`config.mk`:
```
export PLATFORM = sky130hd
export DESIGN_NAME = vram_write_port
export DESIGN_NICKNAME = d
export VERILOG_FILES = /design/src/rtl/sam_vram_pkg.sv /design/src/rtl/vram_wr_fifo.sv /design/src/rtl/vram_write_port.sv
export SDC_FILE = /design/constraint.sdc
export NUM_CORES = 1
export LEC_CHECK = 0
export CAP_MARGIN = 20
export CORE_MARGIN = 2
export CORE_UTILIZATION = 50
export CTS_BUF_LIST = sky130_fd_sc_hd__clkbuf_8
export DETAILED_ROUTE_END_ITERATION = 8
export PLACE_DENSITY = 0.77
export SYNTH_ARGS = -nofsm -noshare
export SYNTH_HDL_FRONTEND = slang
export SYNTH_SLANG_ARGS = --single-unit
```
`constraint.sdc`:
```
create_clock -name clk_sys -period 8.24 [get_ports clk_sys]
set_input_delay 1.648 -clock clk_sys [delete_from_list [all_inputs] [get_ports clk_sys]]
set_output_delay 1.648 -clock clk_sys [all_outputs]
set_load 0.05 [all_outputs]
```
`src/rtl/sam_vram_pkg.sv`:
```
// Shared types for the CPU-side VRAM write path.
package sam_vram_pkg;

    localparam int unsigned VWR_AW = 19;
    localparam int unsigned VWR_DW = 8;
    localparam logic [2:0]  CPU_SLOT = 3'd5;

    typedef enum logic [1:0] {
        IDLE = 2'd0,
        REQ  = 2'd1,
        DONE = 2'd2
    } vwr_state_t;

    typedef struct packed {
        logic [VWR_AW-1:0] addr;
        logic [VWR_DW-1:0] data;
    } vwr_entry_t;

endpackage

```
`src/rtl/vram_wr_fifo.sv`:
```
// Small synchronous FIFO of pending CPU writes, with a flat view of all slots for forwarding.
module vram_wr_fifo
    import sam_vram_pkg::*;
#(
    parameter  int unsigned DEPTH = 4,
    localparam int unsigned PW    = $clog2(DEPTH),
    localparam int unsigned CW    = PW + 1
) (
    input  logic                   clk_sys,
    input  logic                   reset_n,
    input  logic                   push,
    input  vwr_entry_t             push_entry,
    input  logic                   pop,
    output vwr_entry_t             head,
    output logic [CW-1:0]          count,
    output logic [PW-1:0]          rd_ptr,
    output logic                   full_c,
    output vwr_entry_t [DEPTH-1:0] entries
);

    vwr_entry_t [DEPTH-1:0] mem;
    logic [PW-1:0]          wr_ptr;
    logic                   push_ok;
    logic                   pop_ok;

    // Full is taken from the registered count, so a pop in the same cycle never frees room for a push.
    assign full_c  = (count == CW'(DEPTH));
    assign push_ok = push & ~full_c;
    assign pop_ok  = pop & (count != '0);
    assign head    = mem[rd_ptr];
    assign entries = mem;

    // Storage, pointers and occupancy.
    always_ff @(posedge clk_sys or negedge reset_n) begin
        if (!reset_n) begin
            mem    <= '0;
            wr_ptr <= '0;
            rd_ptr <= '0;
            count  <= '0;
        end else begin
            if (push_ok) begin
                mem[wr_ptr] <= push_entry;
                wr_ptr      <= wr_ptr + PW'(1);
            end
            if (pop_ok) begin
                rd_ptr <= rd_ptr + PW'(1);
            end
            count <= count + CW'(push_ok) - CW'(pop_ok);
        end
    end

endmodule

```
`src/rtl/vram_write_port.sv`:
```
// CPU write buffer into VRAM: queues byte writes and commits them only in CPU memory slots.
module vram_write_port
    import sam_vram_pkg::*;
#(
    parameter int unsigned DEPTH = 4,
    parameter int unsigned AW    = VWR_AW
) (
    input  logic          clk_sys,
    input  logic          reset_n,
    input  logic          ce_6mn,
    input  logic          slot_free,
    input  logic [AW-1:0] cpu_addr,
    input  logic [7:0]    cpu_din,
    input  logic          cpu_we,
    input  logic          cpu_rd,
    output logic          cpu_wait,
    output logic          fwd_hit,
    output logic [7:0]    fwd_data,
    output logic [AW-1:0] vram_waddr,
    output logic [7:0]    vram_wdata,
    output logic          vram_we,
    input  logic          vram_ack,
    output logic          ovf
);

    localparam int unsigned PW = $clog2(DEPTH);
    localparam int unsigned CW = PW + 1;

    logic [1:0]             rst_sync;
    logic                   rst_n_i;
    logic                   old_we;
    logic                   push_c;
    logic                   pop_c;
    logic                   full_c;
    vwr_entry_t             push_entry;
    vwr_entry_t             head;
    logic [CW-1:0]          count;
    logic [PW-1:0]          rd_ptr;
    vwr_entry_t [DEPTH-1:0] entries;
    logic [PW-1:0]          fwd_idx;

    vwr_state_t             state;
    vwr_state_t             state_nxt;
    logic                   we_nxt;
    logic [AW-1:0]          waddr_nxt;
    logic [7:0]             wdata_nxt;

    // Reset asserts immediately and releases on a clock edge.
    always_ff @(posedge clk_sys or negedge reset_n) begin
        if (!reset_n) begin
            rst_sync <= '0;
        end else begin
            rst_sync <= {rst_sync[0], 1'b1};
        end
    end
    assign rst_n_i = rst_sync[1];

    // Write strobe edge detect and sticky overflow on a dropped push.
    always_ff @(posedge clk_sys or negedge rst_n_i) begin
        if (!rst_n_i) begin
            old_we <= 1'b0;
            ovf    <= 1'b0;
        end else begin
            old_we <= cpu_we;
            if (push_c && full_c) begin
                ovf <= 1'b1;
            end
        end
    end

    assign push_c          = cpu_we & ~old_we;
    assign push_entry.addr = VWR_AW'(cpu_addr);
    assign push_entry.data = cpu_din;
    assign cpu_wait        = (count == CW'(DEPTH));

    vram_wr_fifo #(
        .DEPTH (DEPTH)
    ) u_fifo (
        .clk_sys    (clk_sys),
        .reset_n    (rst_n_i),
        .push       (push_c),
        .push_entry (push_entry),
        .pop        (pop_c),
        .head       (head),
        .count      (count),
        .rd_ptr     (rd_ptr),
        .full_c     (full_c),
        .entries    (entries)
    );

    // Commit FSM state and registered VRAM request outputs.
    always_ff @(posedge clk_sys or negedge rst_n_i) begin
        if (!rst_n_i) begin
            state      <= IDLE;
            vram_we    <= 1'b0;
            vram_waddr <= '0;
            vram_wdata <= '0;
        end else begin
            state      <= state_nxt;
            vram_we    <= we_nxt;
            vram_waddr <= waddr_nxt;
            vram_wdata <= wdata_nxt;
        end
    end

    // Next state: grab a free slot, hold the request until ack, then sit out the rest of the slot.
    always_comb begin
        state_nxt = state;
        we_nxt    = vram_we;
        waddr_nxt = vram_waddr;
        wdata_nxt = vram_wdata;
        pop_c     = 1'b0;
        case (state)
            IDLE: begin
                if (ce_6mn && slot_free && (count != '0)) begin
                    state_nxt = REQ;
                    we_nxt    = 1'b1;
                    waddr_nxt = AW'(head.addr);
                    wdata_nxt = head.data;
                end
            end
            REQ: begin
                if (vram_ack) begin
                    state_nxt = DONE;
                    we_nxt    = 1'b0;
                    pop_c     = 1'b1;
                end
            end
            DONE: begin
                if (ce_6mn) begin
                    state_nxt = IDLE;
                end
            end
            default: begin
                state_nxt = IDLE;
                we_nxt    = 1'b0;
            end
        endcase
    end

    // Read forwarding: scan oldest to youngest so the youngest matching entry wins.
    always_comb begin
        fwd_hit  = 1'b0;
        fwd_data = '0;
        fwd_idx  = '0;
        if (cpu_rd) begin
            for (int k = 0; k < int'(DEPTH); k++) begin
                fwd_idx = rd_ptr + PW'(k);
                if ((CW'(k) < count) && (entries[fwd_idx].addr == VWR_AW'(cpu_addr))) begin
                    fwd_hit  = 1'b1;
                    fwd_data = entries[fwd_idx].data;
                end
            end
        end
    end

endmodule

```
# == Word-level counts from Yosys, hierarchy flattened ==
# Cells that the tools add are included.
# totals
wordCells,93
in_bits,34
out_inout_bits,39
ff_bits,149
# op_classes
magnitude_cmp,10
addsub,6
eq_ne,10
muxes,30
reduce_logical,13
n_bitwise,6
# ops
op,count
binary-select mux 27 bit (select 2 bit),4
two-way mux 27 bit,5
bitwise mux 108 bit,1
equality test 19 bit,4
demux 27 bit (select 2 bit),1
two-way mux 8 bit,5
"< comparator 2 x 3 -> 1 bit, second input constant",5
two-way mux 1 bit,9
logical AND 1 bit,8
"< comparator 1 x 3 -> 1 bit, first input constant",2
"< comparator 2 x 3 -> 1 bit, first input constant",2
two-way mux 2 bit,3
"inequality test 2 bit, second input constant",3
one-hot mux 2 bit (3 select lines),1
AND reduction 3 bit,2
"adder 2 x 1 -> 2 bit, second input constant",2
"adder 2 bit, second input constant",2
adder 3 x 1 -> 3 bit,1
bitwise AND 1 bit,3
"equality test 3 bit, second input constant",1
inverter 1 bit,3
one-hot mux 1 bit (3 select lines),1
nonzero test 3 bit,1
subtractor 3 x 1 -> 3 bit,1
other kinds (5),5

# == Depth between registers and ports, before layout ==
# depth
depth_word,9
depth_mapped,14

# == Cells and area by module ==
# Synthesis repeated with hierarchy kept, for this count alone.
# hier_totals
hier_cells,849
area_unflattened_um2,10874.2
# by_module_without_submodules
mod,seq_area_each_um2,n_inst,cells_per_inst,area_per_inst_um2
vram_wr_fifo,2877.8,1,295,5459.0
vram_write_port,850.8,1,554,5415.2

# == Worst setup path after synthesis ==
# Ideal clock, no wire load.
# synth_path
path_type,input to output
start,input port cpu_addr[18]
end,output port fwd_data[1]
arrival_ns,3.819
path_slack_ns,2.773
path_stages,9
required_time_ns,6.592
n_path_buf,2
path_cell_list,clkbuf_1 -> xnor2_1 -> nor4_2 -> mux2i_1 -> or4_4 -> buf_6 -> nor4_1 -> o31a_1 -> a31o_1
# synth_between
elab_chain_len,7
# synth_lines
item,line,source
"start, declared",vram_write_port.sv:12,"input logic [AW-1:0] cpu_addr,"
equality test 19 bit,vram_write_port.sv:149,if ((CW'(k) < count) && (entries[fwd_idx].addr == VWR_AW'(cpu_addr))) begin
logical AND 1 bit,vram_write_port.sv:149,
two-way mux 8 bit (3 in series),vram_write_port.sv:149,
two-way mux 8 bit (*),vram_write_port.sv:149,
two-way mux 8 bit (*),vram_write_port.sv:146,if (cpu_rd) begin
"end, declared",vram_write_port.sv:18,"output logic [7:0] fwd_data,"
# Every way passes the cells marked *; elsewhere a longest branch is shown, timed or not.

# == Final worst setup path ==
# layout_path
start,input port cpu_addr[0]
end,output port fwd_data[6]
# The elaborated chain is that of the path after synthesis.

==> run metrics <==
Area growth, synth to finish=11.74%; Synth cell types=62; period utilization=86.68%; Seq/Total Area, Yosys=38.12%; initial core utilization=50.59%; worst hold path class=reg -> async; Worst VDD drop=0.0001651 V; largest family of logic cells by synthesized area=multiplexers; setup TNS=0 ps; Gate Count Post-Synth=855; clk buf depth=2; Post-Route WL=22920 um; clock-pin slew on the worst setup and hold paths=80 ps; Die H=143.9 um; Critical Path End Type=primary output; Num CTS Buffers=17; Post-Synth Adder-Cell Area=1.228%; Synth Area in Simple Gates=8.289%; Post-DRT Antenna Nets=0; worst-margin pin slew=1052 ps; status=finished, final reports clean; Via density=5.945; DIE WIDTH=143.9 um; number of DRC markers in iteration 0=535; antenna cells=0; post-CTS setup buffer count=0; I/O Buffers=72; fmax=0.1400 GHz; reg-to-reg slack, setup=5300 ps; fillers=1638; Die ar.=0.02070 mm2; Worst Skew=13.35 ps; unrepaired setup endpoints after global routing=false; reg2reg start=u_fifo.count[2]$_DFF_PN0_; max-cap viol count=0; CP Max Fanout=19; post-synthesis mux area share=32.49%; Resized cells post-CTS=0; CP Launch Type=input pin; Congestion Overflow GR=0; first-pass GRT wire length=36760 um; HPWL after DPL=15780 um; most common cell after layout, fill and taps aside=dfrtp_1; Setup Viol. Count Final=0; H-tree Lvls=4; Worst slew margin=29.74%; GRT Total Usage=23.18%; final hold vios=0; Post-synth EDFFs=0; pwr/cell area=443.1 mW/mm2; routed len/inst=19.71 um; most frequent cells in the layout=146 x dfrtp_1, 134 x mux2_2, 96 x mux2i_1; R2R cell count=5; min Tclk post-route=7142 ps; Avg Inst Size Synth=11.44 um2; Finished Core Util=56.53%; clk root buf=clkbuf_8; I/O pins=73; syn_nets=898; Total Power=4.844 mW; Leak=4.526 nW; vias in the first global route=6752; Max Slew Vio Count=0; Synth Area in XOR/XNOR=6.626%; R2R Path End=u_fifo.entries[58]$_DFFE_PN0P_; fraction of layout instances using a drive strength above 1=26.17%; Core Region=0.01933 mm2; Nets=928; Synth Cell Area=0.009782 mm2; critical path type=in -> out; ys flop type=dfrtp_1; Initial DRT Pass Iterations=5; asr flop ratio synth=100.0%; post-synthesis compound-gate area fraction=8.596%; Skew-Pair Late Insertion Delay=460 ps; Seq cells post-synth=149; initial antenna violation count=1; routability cong.=0.9178; CTS Sinks=149; Syn. warnings=0; CTS tree=done; largest net degree at the start of global routing=82; # hold bufs at CTS=0; crit path DAT=5490 ps; placement row count=51; Critical Path RT=6590 ps; DRC viols=0; DR vias=6914
[power breakdown]
group / internal (mW) / switching [mW] / leakage (nW) / total [mW]
Combinational: 1.31 / 1.49 / 2.53 / 2.80
Clock: 0.265 / 0.282 / 0.189 / 0.546
Sequential: 1.08 / 0.414 / 1.81 / 1.50
[synth_stat cells, drive strengths merged, types with 11 or more instances]
library cell / n / area, um2
clkbuf: 34 / 127.6
mux2: 134 / 1509
o21ai: 25 / 125.1
nor2: 63 / 236.5
dfrtp: 149 / 3729
mux4: 28 / 630.6
nor3: 15 / 75.07
mux2i: 101 / 1038
buf: 39 / 282.8
nand2: 46 / 175.2
inv: 11 / 41.29
xnor2: 45 / 394.1
xor2: 29 / 254.0
o221ai: 18 / 170.2
[kinds of logic after synthesis]
| kind of cell | Yosys count |
|---|---|
| muxes | 263 |
| and+or+nand+nor | 167 |
| AOI/OAI and AO/OA | 108 |
| buffers and inverters | 84 |
| DFF | 149 |
| xor gates and xnor gates | 74 |
| other | 1 |
| adders and majority gates | 9 |
[metal layers]
metal	vias up	part of all wire, %	global-route usage, %
met1	3443	45	31.97
li1	3204	-	-
met4	2	2.2	6.914
met5	-	0.035	0
met2	221	47	36.92
met3	44	5.6	4.898
[stage by stage]
stage,area [um2],hold WS (ps),std cells,setup WS (ps)
after global placement,10540,131.8,1130,1222
after CTS,10910,140.0,1162,1123
final,10930,135.7,1163,1098
after detailed placement,10540,132.3,1130,1146
after global routing,10930,148.5,1163,955.9
after floorplan,9782,331.2,855,2773
[worst max path at each step]
stage | cells past startpoint | endpoint | start
global placement | 9 | fwd_data[6] | cpu_addr[0]
finish | 9 | fwd_data[6] | cpu_addr[0]
detailed placement | 9 | fwd_data[7] | cpu_addr[0]
global route | 9 | fwd_data[7] | cpu_addr[3]
floorplan | 9 | fwd_data[1] | cpu_addr[18]
CTS | 9 | fwd_data[7] | cpu_addr[9]
[area by class of cell]
cell class / instances / area [um2] / area share (%)
Multi-Input combinational cell: 622 / 5607 / 51.29
Sequential cell: 149 / 3740 / 34.21
Timing Repair Buffer: 84 / 835.8 / 7.647
Tap cell: 265 / 331.6 / 3.033
Clock buffer: 17 / 234.0 / 2.141
Clock inverter: 15 / 141.4 / 1.293
Inverter: 11 / 41.29 / 0.3777
[flip-flops by register name, summed over array words and instances, names as in the netlist, 2 cells and up]
register        count
vram_wdata          8
vram_waddr         19
rst_sync            2
u_fifo.count        3
u_fifo.entries    108
u_fifo.wr_ptr       2
u_fifo.rd_ptr       2
state               2
[critical path: stages]
cell	delay [ps]
clkdlybuf4s50_1	750
xnor2_1	180
or4_1	530
o31ai_1	130
nand4_2	550
nand2_2	490
o221ai_1	190
a32o_1	300
clkdlybuf4s50_1	700
Note: power is estimated with default switching activity, not from simulation.
